**config.mk**
```make
export PLATFORM = sky130hd
export DESIGN_NAME = aes_stream_ctrl_flat
export DESIGN_NICKNAME = d
export VERILOG_FILES = /design/src/rtl/aes_stream_ctrl_if.sv /design/src/rtl/aes_stream_ctrl.sv /design/src/flat_wrapper.sv
export SDC_FILE = /design/constraint.sdc
export NUM_CORES = 1
export LEC_CHECK = 0
export ABC_CLOCK_PERIOD_IN_PS = 4700
export BUFFER_PORTS_ARGS = -buffer_cell sky130_fd_sc_hd__buf_2
export CORE_AREA = 2 2 108 110
export CTS_BUF_LIST = sky130_fd_sc_hd__clkbuf_2 sky130_fd_sc_hd__clkbuf_4 sky130_fd_sc_hd__clkbuf_8
export DETAILED_ROUTE_END_ITERATION = 12
export DIE_AREA = 0 0 110 112
export PLACE_DENSITY = 0.71
export REMOVE_ABC_BUFFERS = 1
export SLEW_MARGIN = 40
export SYNTH_ARGS = -nofsm -noshare
export SYNTH_HDL_FRONTEND = slang
export SYNTH_SLANG_ARGS = --single-unit
```
**constraint.sdc**
```tcl
create_clock -name clk -period 4.7 [get_ports clk]
set_clock_uncertainty 0.1 [all_clocks]
set_input_delay 0.94 -clock clk [delete_from_list [all_inputs] [get_ports clk]]
set_output_delay 0.94 -clock clk [all_outputs]
set_load 0.01 [all_outputs]
```
**src/rtl/aes_stream_ctrl_if.sv**
```systemverilog
// Host-side stream interface of the AES control sequencer: key load, CTR counter load,
// block in/out handshakes and status.
interface aes_stream_ctrl_if #(
  parameter int CTR_W = 32
);
  logic             key_load_i;
  logic             key_load_ready_o;
  logic             key_ready_o;
  logic             mode_i;
  logic             ctr_load_i;
  logic [CTR_W-1:0] ctr_i;
  logic [CTR_W-1:0] ctr_blk_o;
  logic             in_valid_i;
  logic             in_ready_o;
  logic             out_valid_o;
  logic             out_ready_i;
  logic             mode_o;
  logic             busy_o;

  modport master (
    output key_load_i, mode_i, ctr_load_i, ctr_i, in_valid_i, out_ready_i,
    input  key_load_ready_o, key_ready_o, ctr_blk_o, in_ready_o, out_valid_o, mode_o, busy_o
  );

  modport slave (
    input  key_load_i, mode_i, ctr_load_i, ctr_i, in_valid_i, out_ready_i,
    output key_load_ready_o, key_ready_o, ctr_blk_o, in_ready_o, out_valid_o, mode_o, busy_o
  );
endinterface

```
**src/rtl/aes_stream_ctrl.sv**
```systemverilog
// Control sequencer for an iterative AES datapath: up-front key expansion, streamed
// block rounds with back-to-back issue, and a CTR-mode block counter.
module aes_stream_ctrl #(
  parameter int KEY_BITS    = 128,
  parameter int PIPE_STAGES = 1,
  parameter int CTR_W       = 32
) (
  input  logic              clk,
  input  logic              nrst,
  aes_stream_ctrl_if.slave  host,
  output logic              gen_key_o,
  output logic              key_sub_o,
  output logic              next_rnd_o,
  output logic [7:0]        rcon_o,
  output logic              en_rnd_o,
  output logic              zero_rnd_o,
  output logic              final_rnd_o,
  output logic [3:0]        rnd_idx_o
);

  localparam int         NR        = 6 + KEY_BITS / 32;
  localparam int         STEP      = 1 + PIPE_STAGES;
  localparam logic [1:0] STEP_LAST = 2'(STEP - 1);
  localparam logic [3:0] NR_IDX    = 4'(NR);
  localparam logic [7:0] RCON_POLY = 8'h1b;

  generate
    if (KEY_BITS != 128 && KEY_BITS != 192 && KEY_BITS != 256) begin : g_bad_key_bits
      $error("aes_stream_ctrl: KEY_BITS must be 128, 192 or 256");
    end
    if (PIPE_STAGES < 0 || PIPE_STAGES > 3) begin : g_bad_pipe_stages
      $error("aes_stream_ctrl: PIPE_STAGES must be in 0..3");
    end
  endgenerate

  typedef enum logic [2:0] {
    IDLE,
    KEY_GEN,
    KEY_EXP,
    LOAD,
    ROUND,
    DONE
  } state_t;

  state_t           state_reg, state_next;
  logic [3:0]       rnd_idx_reg, rnd_idx_next;
  logic [1:0]       step_reg, step_next;
  logic [7:0]       rcon_reg, rcon_next;
  logic             key_ready_reg, key_ready_next;
  logic             mode_reg, mode_next;
  logic [CTR_W-1:0] ctr_reg, ctr_next;
  logic [CTR_W-1:0] ctr_blk_reg, ctr_blk_next;

  logic [7:0] rcon_xtime;
  logic       key_acc;
  logic       blk_acc;
  logic       in_ready;
  logic       step_last;
  logic       rnd_last;

  // GF(2^8) doubling of the round constant, reduced by x^8 + x^4 + x^3 + x + 1.
  generate
    for (genvar gi = 0; gi < 8; gi++) begin : g_xtime
      if (gi == 0) begin : g_lsb
        assign rcon_xtime[gi] = rcon_reg[7];
      end else begin : g_bit
        assign rcon_xtime[gi] = rcon_reg[gi-1] ^ (rcon_reg[7] & RCON_POLY[gi]);
      end
    end
  endgenerate

  assign step_last = (step_reg == STEP_LAST);
  assign rnd_last  = (rnd_idx_reg == NR_IDX);

  // A pending key or counter load in IDLE takes priority over a block.
  assign in_ready = key_ready_reg && !host.key_load_i && !host.ctr_load_i &&
                    (state_reg == IDLE || (state_reg == DONE && host.out_ready_i));
  assign key_acc  = host.key_load_i && (state_reg == IDLE);
  assign blk_acc  = host.in_valid_i && in_ready;

  assign host.key_load_ready_o = (state_reg == IDLE);
  assign host.key_ready_o      = key_ready_reg;
  assign host.in_ready_o       = in_ready;
  assign host.out_valid_o      = (state_reg == DONE);
  assign host.busy_o           = (state_reg != IDLE);
  assign host.mode_o           = mode_reg;
  assign host.ctr_blk_o        = ctr_blk_reg;
  assign rcon_o                = rcon_reg;
  assign rnd_idx_o             = rnd_idx_reg;

  always_ff @(posedge clk or negedge nrst) begin
    if (!nrst) begin
      state_reg     <= IDLE;
      rnd_idx_reg   <= 4'd0;
      step_reg      <= 2'd0;
      rcon_reg      <= 8'h01;
      key_ready_reg <= 1'b0;
      mode_reg      <= 1'b0;
      ctr_reg       <= '0;
      ctr_blk_reg   <= '0;
    end else begin
      state_reg     <= state_next;
      rnd_idx_reg   <= rnd_idx_next;
      step_reg      <= step_next;
      rcon_reg      <= rcon_next;
      key_ready_reg <= key_ready_next;
      mode_reg      <= mode_next;
      ctr_reg       <= ctr_next;
      ctr_blk_reg   <= ctr_blk_next;
    end
  end

  always_comb begin
    state_next     = state_reg;
    rnd_idx_next   = rnd_idx_reg;
    step_next      = step_reg;
    rcon_next      = rcon_reg;
    key_ready_next = key_ready_reg;
    mode_next      = mode_reg;
    ctr_next       = ctr_reg;
    ctr_blk_next   = ctr_blk_reg;
    gen_key_o      = 1'b0;
    key_sub_o      = 1'b0;
    next_rnd_o     = 1'b0;
    en_rnd_o       = 1'b0;
    zero_rnd_o     = 1'b0;
    final_rnd_o    = 1'b0;

    unique case (state_reg)
      IDLE: begin
        if (host.ctr_load_i) begin
          ctr_next = host.ctr_i;
        end
        if (key_acc) begin
          state_next     = KEY_GEN;
          key_ready_next = 1'b0;
          rcon_next      = 8'h01;
        end else if (blk_acc) begin
          state_next = LOAD;
        end
      end

      KEY_GEN: begin
        gen_key_o    = 1'b1;
        state_next   = KEY_EXP;
        rnd_idx_next = 4'd1;
        step_next    = 2'd0;
      end

      KEY_EXP: begin
        key_sub_o  = (step_reg == 2'd0);
        next_rnd_o = step_last;
        if (step_last) begin
          rcon_next = rcon_xtime;
          step_next = 2'd0;
          if (rnd_last) begin
            state_next     = IDLE;
            key_ready_next = 1'b1;
            rnd_idx_next   = 4'd0;
          end else begin
            rnd_idx_next = rnd_idx_reg + 4'd1;
          end
        end else begin
          step_next = step_reg + 2'd1;
        end
      end

      LOAD: begin
        en_rnd_o     = 1'b1;
        zero_rnd_o   = 1'b1;
        state_next   = ROUND;
        rnd_idx_next = 4'd1;
        step_next    = 2'd0;
      end

      ROUND: begin
        en_rnd_o    = step_last;
        final_rnd_o = rnd_last;
        if (step_last) begin
          step_next = 2'd0;
          if (rnd_last) begin
            state_next   = DONE;
            rnd_idx_next = 4'd0;
          end else begin
            rnd_idx_next = rnd_idx_reg + 4'd1;
          end
        end else begin
          step_next = step_reg + 2'd1;
        end
      end

      DONE: begin
        if (blk_acc) begin
          state_next = LOAD;
        end else if (host.out_ready_i) begin
          state_next = IDLE;
        end
      end

      default: begin
        state_next = IDLE;
      end
    endcase

    // Block accept from IDLE or DONE: latch mode and, in CTR mode, claim a counter value.
    if (blk_acc) begin
      mode_next    = host.mode_i;
      rnd_idx_next = 4'd0;
      step_next    = 2'd0;
      if (host.mode_i) begin
        ctr_blk_next = ctr_reg;
        ctr_next     = ctr_reg + CTR_W'(1);
      end
    end
  end

endmodule

```
**src/flat_wrapper.sv**
```systemverilog
// flat-port wrapper written by rule: the top's interface ports become plain ports
module aes_stream_ctrl_flat 
#(
  parameter int KEY_BITS    = 128,
  parameter int PIPE_STAGES = 1,
  parameter int CTR_W       = 32
)
  (clk, nrst, gen_key_o, key_sub_o, next_rnd_o, rcon_o, en_rnd_o, zero_rnd_o, final_rnd_o, rnd_idx_o, host_key_load_i, host_mode_i, host_ctr_load_i, host_ctr_i, host_in_valid_i, host_out_ready_i, host_key_load_ready_o, host_key_ready_o, host_ctr_blk_o, host_in_ready_o, host_out_valid_o, host_mode_o, host_busy_o);
  aes_stream_ctrl_if #(.CTR_W(CTR_W)) host_i ();
  input  logic clk;
  input  logic nrst;
  output logic gen_key_o;
  output logic key_sub_o;
  output logic next_rnd_o;
  output logic [7:0] rcon_o;
  output logic en_rnd_o;
  output logic zero_rnd_o;
  output logic final_rnd_o;
  output logic [3:0] rnd_idx_o;
  input wire logic [$bits(host_i.key_load_i)-1:0] host_key_load_i;
  input wire logic [$bits(host_i.mode_i)-1:0] host_mode_i;
  input wire logic [$bits(host_i.ctr_load_i)-1:0] host_ctr_load_i;
  input wire logic [$bits(host_i.ctr_i)-1:0] host_ctr_i;
  input wire logic [$bits(host_i.in_valid_i)-1:0] host_in_valid_i;
  input wire logic [$bits(host_i.out_ready_i)-1:0] host_out_ready_i;
  output wire logic [$bits(host_i.key_load_ready_o)-1:0] host_key_load_ready_o;
  output wire logic [$bits(host_i.key_ready_o)-1:0] host_key_ready_o;
  output wire logic [$bits(host_i.ctr_blk_o)-1:0] host_ctr_blk_o;
  output wire logic [$bits(host_i.in_ready_o)-1:0] host_in_ready_o;
  output wire logic [$bits(host_i.out_valid_o)-1:0] host_out_valid_o;
  output wire logic [$bits(host_i.mode_o)-1:0] host_mode_o;
  output wire logic [$bits(host_i.busy_o)-1:0] host_busy_o;
  assign host_i.key_load_i = host_key_load_i;
  assign host_i.mode_i = host_mode_i;
  assign host_i.ctr_load_i = host_ctr_load_i;
  assign host_i.ctr_i = host_ctr_i;
  assign host_i.in_valid_i = host_in_valid_i;
  assign host_i.out_ready_i = host_out_ready_i;
  assign host_key_load_ready_o = host_i.key_load_ready_o;
  assign host_key_ready_o = host_i.key_ready_o;
  assign host_ctr_blk_o = host_i.ctr_blk_o;
  assign host_in_ready_o = host_i.in_ready_o;
  assign host_out_valid_o = host_i.out_valid_o;
  assign host_mode_o = host_i.mode_o;
  assign host_busy_o = host_i.busy_o;
  aes_stream_ctrl #(.KEY_BITS(KEY_BITS), .PIPE_STAGES(PIPE_STAGES), .CTR_W(CTR_W)) u_core (.clk(clk), .nrst(nrst), .host(host_i), .gen_key_o(gen_key_o), .key_sub_o(key_sub_o), .next_rnd_o(next_rnd_o), .rcon_o(rcon_o), .en_rnd_o(en_rnd_o), .zero_rnd_o(zero_rnd_o), .final_rnd_o(final_rnd_o), .rnd_idx_o(rnd_idx_o));
endmodule
```
# --- Yosys cells after proc, flatten, opt, wreduce, memory -nomap -nowiden ---
# Cells that the tools add are included.
# W data, S select, Z words.
word_totals:
  register_bits: 83
  output_inout_bits: 56
classes:
  n_addsub: 3
  n_eq_ne: 15
  muxes: 33
  bitwise: 3
  reduce_logical: 21
ops:
  columns: ["op", "n"]
  rows:
  - ["$mux W32", 4]
  - ["$add A32 B1 Y32 const B", 1]
  - ["$mux W3", 8]
  - ["$pmux W3 S6", 1]
  - ["$mux W8", 2]
  - ["$pmux W8 S2", 1]
  - ["$mux W4", 3]
  - ["$ne A2 B1 Y1 const B", 5]
  - ["$mux W1", 8]
  - ["$pmux W4 S2", 1]
  - ["$eq A3 B2 Y1 const B", 2]
  - ["$eq A3 B3 Y1 const B", 2]
  - ["$logic_and A1 B1 Y1", 6]
  - ["$ne A3 B1 Y1 const B", 2]
  - ["$reduce_and A6 Y1", 1]
  - ["$reduce_bool A3 Y1", 2]
  - ["$add A4 B1 Y4 const B", 1]
  - ["$eq A4 B4 Y1 const B", 1]
  - ["$mux W2", 2]
  - ["$pmux W1 S2", 2]
  - ["$pmux W2 S2", 1]
  - ["$reduce_and A2 Y1", 2]
  - ["$reduce_and A4 Y1", 1]
  - ["$reduce_or A2 Y1", 2]
  - ["other kinds (11)", 14]

# --- Logic depth before layout (Yosys ltp) ---
# Gate-level depths: netlist of run 1.
depth:
  ltp_word: 8
  mapped_depth: 8
  mapped_depth_nobuf: 7

# --- Worst setup path before layout of run 1 ---
# OpenSTA, ideal clock, no wires.
synth_path:
  path_type: "in2out"
  from: "input port host_key_load_i"
  to: "output port host_in_ready_o"
  arrival_time_ns: 1.803
  t_required_ns: 3.660
  path_slack_ns: 1.857
  path_stages: 3
  path_buffers: 1
  cell_sequence: "buf_6 -> or4b_4 -> a21oi_1"
synth_via:
  elab_chain_len: 4
synth_rtl:
  columns: ["element", "line_no", "source"]
  rows:
  - ["start: declaration", "flat_wrapper.sv:20", "input wire logic [$bits(host_i.key_load_i)-1:0] host_key_load_i;"]
  - ["$logic_not A1 Y1", "aes_stream_ctrl.sv:76", "assign in_ready = key_ready_reg && !host.key_load_i && !host.ctr_load_i &&"]
  - ["$logic_and A1 B1 Y1 (3 in a row)", "aes_stream_ctrl.sv:76", null]
  - ["end: declaration", "flat_wrapper.sv:29", "output wire logic [$bits(host_i.in_ready_o)-1:0] host_in_ready_o;"]
# No other way between the ends.

# --- Worst setup path after layout of run 1 ---
layout_path:
  from: "register u_core.state_reg[1]"
  to: "output port next_rnd_o"
layout_via:
  elab_chain_len: 2
layout_rtl:
  columns: ["element", "line_no", "source"]
  rows:
  - ["start: declaration", "aes_stream_ctrl.sv:45", "state_t state_reg, state_next;"]
  - ["start signal: assignment", "aes_stream_ctrl.sv:102", "state_reg <= state_next;"]
  - ["$eq A3 B2 Y1", "aes_stream_ctrl.sv:129", "unique case (state_reg)"]
  - ["$mux W1", "aes_stream_ctrl.sv:129", null]
  - ["end: declaration", "flat_wrapper.sv:14", "output logic next_rnd_o;"]
# No other way between the ends.

==> impl_metrics.tcl, run 1 <==
set metrics [dict create \
    status "finished, final reports clean" \
    multi_input_area_um2 2020 \
    grt_use_met2 0.298 \
    drt-total-wl_um 11300 \
    maxCapViolCount 0 \
    maxSlewHeadroom 0.475 \
    start_util 0.384 \
    clk_latency_ns 0.36 \
    yosysWarnings 0 \
    syn_to_final_growth_pct 16.3 \
    leakage_nw 2.44 \
    die_x_um 110 \
    ys_types 65 \
    clock_path_buffers 2 \
    placed_cells 686 \
    grt.overflow.total 0 \
    whs_ns 0.375 \
    cts.repair.resized 0 \
    setup_viol 0 \
    worst_r2r_startpoint "u_core.state_reg[1]" \
    hold_viol 0 \
    grt_max_degree 84 \
    ant_nets 0 \
    synthCells 477 \
    crit_type "reg -> out" \
    setup_slack_ns 1.61 \
    fp.coreArea_um2 11200 \
    avgSynthCellArea_um2 8.99 \
    finish.net_count 596 \
    numClockSinks 83 \
    drtIter0Drc 360 \
    grt.busiest_layer "met2" \
    wire_per_inst_um 16.1 \
    hpwl_um 7670 \
    globalRouteMet3Util 0.0433 \
    drive_above_1_share 0.230 \
    slew_viol_final 0 \
    vias_per_cell 5.53 \
    tightestPinTransition_ns 0.787 \
    rsz0062_at_grt "false" \
    vdd_drop_max_v 0.000228 \
    cts_max_level 3 \
    firstDrtPassIters 5 \
    critical_path_peak_fanout 20 \
    globalRouteTotalUtil 0.191 \
    cp.required_ns 3.66 \
    io_buffers 94 \
    setup_tns_ns 0 \
    dp_slack_ns 1.39 \
    drc 0 \
    num_vias 3875 \
    grt_antenna_before_repair 1 \
    layout_common_cells "nand2_1, buf_2, dfrtp_1" \
    tritoncts "built" \
    cts_root_buf "clkbuf_8" \
    crit_path_end_kind "primary output" \
    die-height_um 112 \
    p_per_area_nw_per_um2 527 \
    synth.yosys.seq_area_share 0.485 \
    layout.cells.non_filler 701 \
    routabilityCongestion 0.795 \
    nFillCells 1122 \
    synth_seq_cells 83 \
    globalRouteMet1Util 0.270 \
    fmaxAchievable_mhz 324 \
    start_kind "flop" \
    min_from "u_core.host.ctr_blk_o[15]" \
    row_count 39 \
    first_global_vias 3716 \
    cts_made_buffers 9 \
    fin_crit_sh 0.657 \
    clk_pin_slew_ns 0.08 \
    syn_area_um2 4290 \
    die_area_um2 12300 \
    worstPathArrival_ns 2.05 \
    grt_pass1_wl_um 18600 \
    synthFlopType "dfrtp_1" \
    async_reset_ff_frac 1.00 \
    critPathLaunch "u_core.state_reg[1]" \
    io_pins 95 \
    period_minus_slack_ns 3.09 \
    min_path_type "reg -> reg" \
    cts_hold_buffers 0 \
    synth_edf_count 0 \
    final-seq-area_um2 2080 \
    layout_commonest_cell "nand2_1" \
    post_cts_buffers 0 \
]
cell type report:
type,instances,share of cell area
antenna,1,0.000502
sequential,83,0.417
clock inverter,4,0.00577
clock buffer,10,0.0276
multi-input combinational,352,0.406
tap,143,0.0359
timing repair buffer,96,0.0991
inverter,12,0.00903
power breakdown:
part	internal, W	switching, W
Sequential	0.000942	0.000286
Combinational	0.000385	0.000556
Clock	0.000200	0.000259
Total	0.00153	0.00110
cell usage after synthesis, types with 3 or more instances:
library cell,number,area share
nand3_1,20,0.023
nor2_1,31,0.027
buf_6,3,0.0079
o21ai_0,17,0.020
o21ai_1,3,0.0035
a22o_1,4,0.0082
nor4b_1,4,0.0082
a31oi_1,3,0.0044
ha_1,3,0.0088
a21oi_1,18,0.021
a211oi_1,11,0.019
buf_1,3,0.0026
xnor2_1,4,0.0082
nor3b_1,3,0.0053
o31ai_1,3,0.0053
inv_1,12,0.011
or3_1,3,0.0044
nand4_1,6,0.0088
nor4_1,3,0.0044
o211ai_1,3,0.0053
a211o_1,3,0.0061
and3_1,12,0.018
clkbuf_1,14,0.012
and4_1,4,0.0082
o22ai_1,8,0.012
a311oi_1,8,0.016
nand2_1,117,0.10
a22oi_1,3,0.0053
and2_1,4,0.0058
dfrtp_1,82,0.48
buf_2,9,0.011
nor3_1,12,0.014
cell families (layout without fill, tap and decap cells):
logic type,Yosys count,in the layout,share of synthesized area
compound gates,104,104,0.173
xor+xnor,4,4,0.00817
fa+ha+maj,3,3,0.00875
buf+inv,42,122,0.0455
flops,83,83,0.485
mux,3,3,0.00729
other cells,0,1,0
simple gates,238,238,0.272
layer usage:
| layer | share of wire | routed length (um) | vias to the layer above |
|---|---|---|---|
| met3 | 0.066 | 738 | 10 |
| met1 | 0.46 | 5160 | 1865 |
| li1 | - | - | 1858 |
| met5 | 0 | 0 | - |
| met4 | 0.0069 | 78 | 0 |
| met2 | 0.47 | 5270 | 142 |
per-stage QoR:
| stage | util | instance area [um2] | total power (W) |
|---|---|---|---|
| after floorplan | - | 4140 | 0.00181 |
| after CTS | 0.446 | 4980 | 0.00264 |
| after global placement | 0.431 | 4810 | 0.00213 |
| final | 0.446 | 4990 | 0.00263 |
| after global routing | 0.446 | 4990 | 0.00283 |
| after detailed placement | 0.431 | 4820 | 0.00217 |
worst paths after layout:
check                           slack, ns                   endpoint  depth (start not counted)
worst min-delay path                 0.37  u_core.host.ctr_blk_o[15]                          2
worst max register to register       1.81         u_core.ctr_reg[27]                          5
max in group asynchronous            3.52    u_core.host.key_ready_o                          1
min in group asynchronous            0.53        u_core.rnd_idx_o[2]                          1
worst max-delay path                 1.61                 next_rnd_o                          4
worst min register to register       0.37  u_core.host.ctr_blk_o[15]                          2
worst max-delay path: stages (launching register included):
cell and delay, ns:
dfrtp_1 0.71, nor4b_1 0.36, nand2_1 0.23, inv_1 0.23, buf_2 0.17
(Power assumes the default switching activity.)
==> run 2, diff against run 1 <==
Settings changed: ABC_AREA set to 1, ABC_CLOCK_PERIOD_IN_PS 4700 to 3160, CORE_AREA 2 2 108 110 to 2 2 113 115, DIE_AREA 0 0 110 112 to 0 0 115 117, PLACE_DENSITY 0.71 to 0.7.
Clock period 4.7 ns to 3.16 ns, I/O delays scaled along.
==> impl_metrics.tcl, run 2 <==
set metrics [dict create \
    crit_slowest_cell "dfrtp_1" \
    fp.coreArea_um2 12300 \
    hpwl_um 8030 \
    start_util 0.379 \
    synth.most_common_cell "nand2_1" \
    place_area_um2 5250 \
    die-height_um 117 \
    synth_edf_count 0 \
    async_reset_ff_frac 1.00 \
    synthFlopType "dfrtp_1" \
    start_kind "flop" \
    layout_commonest_cell "nand2_1" \
    row_count 41 \
    synth_commonest_cells "nand2_1, dfrtp_1, nor2_1" \
    maxSlewHeadroom 0.509 \
    status "finished, final reports clean" \
    period_minus_slack_ns 2.49 \
    vias_per_cell 4.76 \
    firstDrtPassIters 4 \
    ys_types 39 \
    worst_r2r_startpoint "u_core.state_reg[0]" \
    synth.yosys.seq_area_share 0.446 \
    layout_common_cells "nand2_1, buf_2, dfrtp_1" \
    numClockSinks 83 \
    routabilityCongestion 0.889 \
    dp_slack_ns 0.822 \
    globalRouteTotalUtil 0.180 \
    drive_above_1_share 0.214 \
    synthCells 610 \
    utilization 0.442 \
    setup_viol 0 \
    yosys.area.top_type_share 0.440 \
    setup_slack_ns 0.673 \
    vdd_drop_max_v 0.000383 \
    ant_nets 0 \
    post_cts_buffers 0 \
    grt_antenna_before_repair 1 \
    fin_area_um2 5440 \
    synth.area.top_cells "dfrtp_1, nand2_1, nor2_1, nand3_1, inv_1" \
    p_per_area_nw_per_um2 769 \
    crit_path_end_kind "primary output" \
    synth_top_cell_by_area "dfrtp_1" \
    io_buffers 94 \
    min_path_type "in -> async" \
    clk_latency_ns 0.36 \
    syn_area_um2 4660 \
    synth_seq_cells 83 \
    clock_path_buffers 2 \
    maxCapViolCount 0 \
    syn_to_final_growth_pct 16.7 \
    slew_viol_final 0 \
    path_cells "inv_1, ha_1, nand2_1, nor2_1, inv_1, nor2_1, buf_2" \
    avgSynthCellArea_um2 7.64 \
    wire_per_inst_um 13.2 \
    grt.overflow.total 0 \
    cts_hold_buffers 0 \
    io_pins 95 \
    hold_viol 0 \
    die_area_um2 13500 \
    cp.required_ns 2.43 \
    drc 0 \
    first_global_vias 3888 \
    diodes 0 \
    cts_made_buffers 9 \
    worstPathArrival_ns 1.76 \
    tritoncts "built" \
    fmaxAchievable_mhz 402 \
    grt_pass1_wl_um 18900 \
    grt_max_degree 78 \
    reg2reg_slack_ns 1.08 \
    finish.net_count 743 \
    r2r_cells 9 \
    tightestPinTransition_ns 0.737 \
    drt-total-wl_um 11300 \
    critical_path_peak_fanout 6 \
    nFillCells 1303 \
    crit_type "reg -> out" \
    slowest_delay_ns 0.45 \
    fin_crit_sh 0.787 \
    clk_pin_slew_ns 0.08 \
    r2r_end "u_core.ctr_reg[9]" \
    num_vias 4066 \
    die_x_um 115 \
    cts.repair.resized 0 \
    cts_max_level 3 \
    rsz0062_at_grt "false" \
    yosysWarnings 0 \
    drtIter0Drc 347 \
    leakage_nw 2.93 \
    cts_root_buf "clkbuf_8" \
]
run 2: cell types whose count changed after synthesis, moves of 6 or more:
cell      before  now
nand2_1      117  235
a21oi_1       18    3
nor3_1        12    6
and3_1        12    0
a211oi_1      11    0
nand3_1       20   37
xor2_1         0   12
a311oi_1       8    0
clkbuf_1      14    3
inv_1         12   42
o21ai_0       17   29
nor2_1        31   57
run 2: kinds of logic (layout without fill, tap and decap cells):
family	after synthesis	in the layout	synth area share
compound gates	49	49	0.0574
mux	11	11	0.0263
flops	83	83	0.446
fa+ha+maj	3	3	0.00805
buf+inv	67	161	0.0684
simple gates	376	376	0.355
xor+xnor	21	21	0.0394
run 2: final cells by class:
| type | count | area, um2 | area share |
|---|---|---|---|
| Multi-Input combinational cell | 460 | 2270 | 0.418 |
| Sequential cell | 83 | 2080 | 0.382 |
| Timing Repair Buffer | 101 | 542 | 0.0996 |
| Tap cell | 150 | 188 | 0.0345 |
| Inverter | 46 | 173 | 0.0317 |
| Clock buffer | 11 | 145 | 0.0267 |
| Clock inverter | 3 | 40.0 | 0.00736 |
run 2: through the flow:
step	TNS [ns]	hold WS, ns	cells	total power, W
2_1_floorplan	-1.13	0.236	589	0.00291
3_3_place_gp	0	0.351	840	0.00341
3_5_place_dp	0	0.361	840	0.00345
4_1_cts	0	0.244	854	0.00423
5_1_grt	0	0.160	854	0.00458
6_report	0	0.125	854	0.00418
run 2: worst max-delay path by stage:
stage / from / to / depth (start not counted)
2_1_floorplan: host_key_load_i / u_core.ctr_reg[0] / 5
3_3_place_gp: host_ctr_load_i / u_core.ctr_reg[10] / 6
3_5_place_dp: host_ctr_load_i / u_core.ctr_reg[10] / 6
4_1_cts: u_core.rnd_idx_o[0] / final_rnd_o / 7
5_1_grt: u_core.rnd_idx_o[0] / final_rnd_o / 7
6_report: u_core.rnd_idx_o[0] / final_rnd_o / 7
run 2: layer usage:
layer | global-route usage | wire [um] | vias to the layer above
met5 | 0 | 0 | -
met4 | 0.0651 | 231 | 0
met3 | 0.0556 | 714 | 16
met2 | 0.279 | 5050 | 97
met1 | 0.240 | 5320 | 1844
li1 | - | - | 2109
run 2: worst max-delay path: cells and delay by family (launching register included):
kind,cells,cell delay [ns]
simple gates,3,0.44
fa+ha+maj,1,0.14
flops,1,0.45
buf+inv,3,0.37
run 2: power breakdown:
| group | switching (W) | internal [W] | leakage, nW |
|---|---|---|---|
| Combinational | 0.000987 | 0.000662 | 1.76 |
| Sequential | 0.000376 | 0.00140 | 1.07 |
| Clock | 0.000379 | 0.000385 | 0.0985 |
==> run 3, diff against run 2 <==
Settings changed: ABC_CLOCK_PERIOD_IN_PS 3160 to 2500.
Clock period 3.16 ns to 2.5 ns, I/O delays scaled along.
==> impl_metrics.tcl, run 3 (same netlist as run 2, synthesis figures left out) <==
set metrics [dict create \
    status "finished, final reports clean" \
    cts_max_level 3 \
    drt-total-wl_um 11300 \
    nFillCells 1298 \
    internal_power_w 0.00301 \
    fin_crit_sh 0.894 \
    routabilityCongestion 0.886 \
    critPathLaunch "u_core.rnd_idx_o[0]" \
    syn_to_final_growth_pct 16.9 \
    drc 0 \
    globalRouteTotalUtil 0.179 \
    vias_per_cell 4.73 \
    maxSlewHeadroom 0.596 \
    cts.repair.resized 0 \
    fp.coreArea_um2 12300 \
    die-height_um 117 \
    power.switching_w 0.00222 \
    hpwl_um 8120 \
    cts_root_buf "clkbuf_8" \
    p_per_area_nw_per_um2 960 \
    finish.net_count 745 \
    slowest_delay_ns 0.45 \
    io_buffers 94 \
    cp.required_ns 1.90 \
    grt_max_degree 84 \
    path_cells "inv_1, ha_1, nand2_1, nor2_2, inv_1, nor2_1, buf_2" \
    critical_path_peak_fanout 6 \
    clk_pin_slew_ns 0.08 \
    layout_commonest_cell "nand2_1" \
    slew_viol_final 0 \
    worst-path-buf-inv 3 \
    whs_ns 0.0506 \
    cts_hold_buffers 0 \
    clock_path_buffers 2 \
    crit_type "reg -> out" \
    ant_nets 0 \
    period_minus_slack_ns 2.23 \
    io_pins 95 \
    diodes 0 \
    fmaxAchievable_mhz 447 \
    grt.overflow.total 0 \
    start_kind "flop" \
    drive_above_1_share 0.219 \
    worst_r2r_startpoint "u_core.state_reg[0]" \
    setup_viol 0 \
    rsz0062_at_grt "false" \
    p_clk_frac 0.170 \
    place_area_um2 5280 \
    row_count 41 \
    numClockSinks 83 \
    start_util 0.379 \
    num_vias 4057 \
    worstPathArrival_ns 1.63 \
    crit_path_end_kind "primary output" \
    min_path_type "in -> async" \
    maxCapViolCount 0 \
    vdd_drop_max_v 0.000485 \
    pwr-share-comb 0.405 \
    post_cts_buffers 0 \
    cts_made_buffers 9 \
    tritoncts "built" \
    swShare 0.425 \
    tightestPinTransition_ns 0.601 \
    hold_viol 0 \
    die_area_um2 13500 \
    drtIter0Drc 313 \
    crit_slowest_cell "dfrtp_1" \
    fin_area_um2 5450 \
    grt_antenna_before_repair 0 \
    layout_common_cells "nand2_1, buf_2, dfrtp_1" \
    placed_cells 842 \
    first_global_vias 3890 \
    path_common_cell "inv_1" \
    wire_per_inst_um 13.2 \
    die_x_um 115 \
    power_frac_seq 0.425 \
    leakage_nw 2.93 \
    grt_pass1_wl_um 18800 \
    firstDrtPassIters 4 \
    clk_latency_ns 0.38 \
    layout.cells.non_filler 857 \
    cpLargestDelayFamily "flip-flops" \
]
[run 3: layer usage]
layer  global-route usage  wire [um]  vias to the layer above
met5                    0          0                        -
met4               0.0594        158                        0
met3               0.0623        760                       11
met2                0.282       5080                       96
met1                0.233       5340                     1826
li1                     -          -                     2124
[run 3: area by class of cell]
type	count	area (um2)	share of cell area
multi-input cells	460	2280	0.418
flip-flops and latches	83	2080	0.381
repair buffers	103	566	0.104
well taps	150	188	0.0344
inverters	46	173	0.0317
clock buffers	12	153	0.0280
clock inverters	3	15.0	0.00276
[run 3: final timing paths]
kind	to	slack (ns)	depth (start not counted)
max in group asynchronous	u_core.rcon_o[0]	1.88	2
hold reg to reg	u_core.host.ctr_blk_o[11]	0.38	2
setup reg to reg	u_core.ctr_reg[15]	0.57	8
setup / recovery	final_rnd_o	0.27	7
min in group clk	u_core.ctr_reg[20]	0.29	3
hold / removal	u_core.host.ctr_blk_o[29]	0.05	2
[run 3: power by group through the flow]
stage               sequential, W  clock, W  combinational, W
CTS                       0.00222  0.000932           0.00213
finish                    0.00223  0.000891           0.00212
floorplan                 0.00222         0           0.00146
detailed placement        0.00224         0           0.00213
global route              0.00230  0.000984           0.00245
global placement          0.00224         0           0.00209
[run 3: worst reg2reg max path, cell delays in order (launching register included)]
cell,delay [ns]
dfrtp_1,0.45
inv_2,0.09
nand2_2,0.07
nor2_4,0.26
nand2_2,0.23
buf_4,0.24
mux2_4,0.30
nand2_1,0.06
nand2_1,0.05
[run 3: stage by stage]
stage	setup WS, ns	total power, W	setup TNS [ns]	util
final	0.265	0.00523	0	0.443
after floorplan	-0.702	0.00367	-25.85	-
after global routing	0.0836	0.00573	0	0.443
after CTS	0.127	0.00529	0	0.442
after global placement	0.489	0.00433	0	0.429
after detailed placement	0.454	0.00437	0	0.429
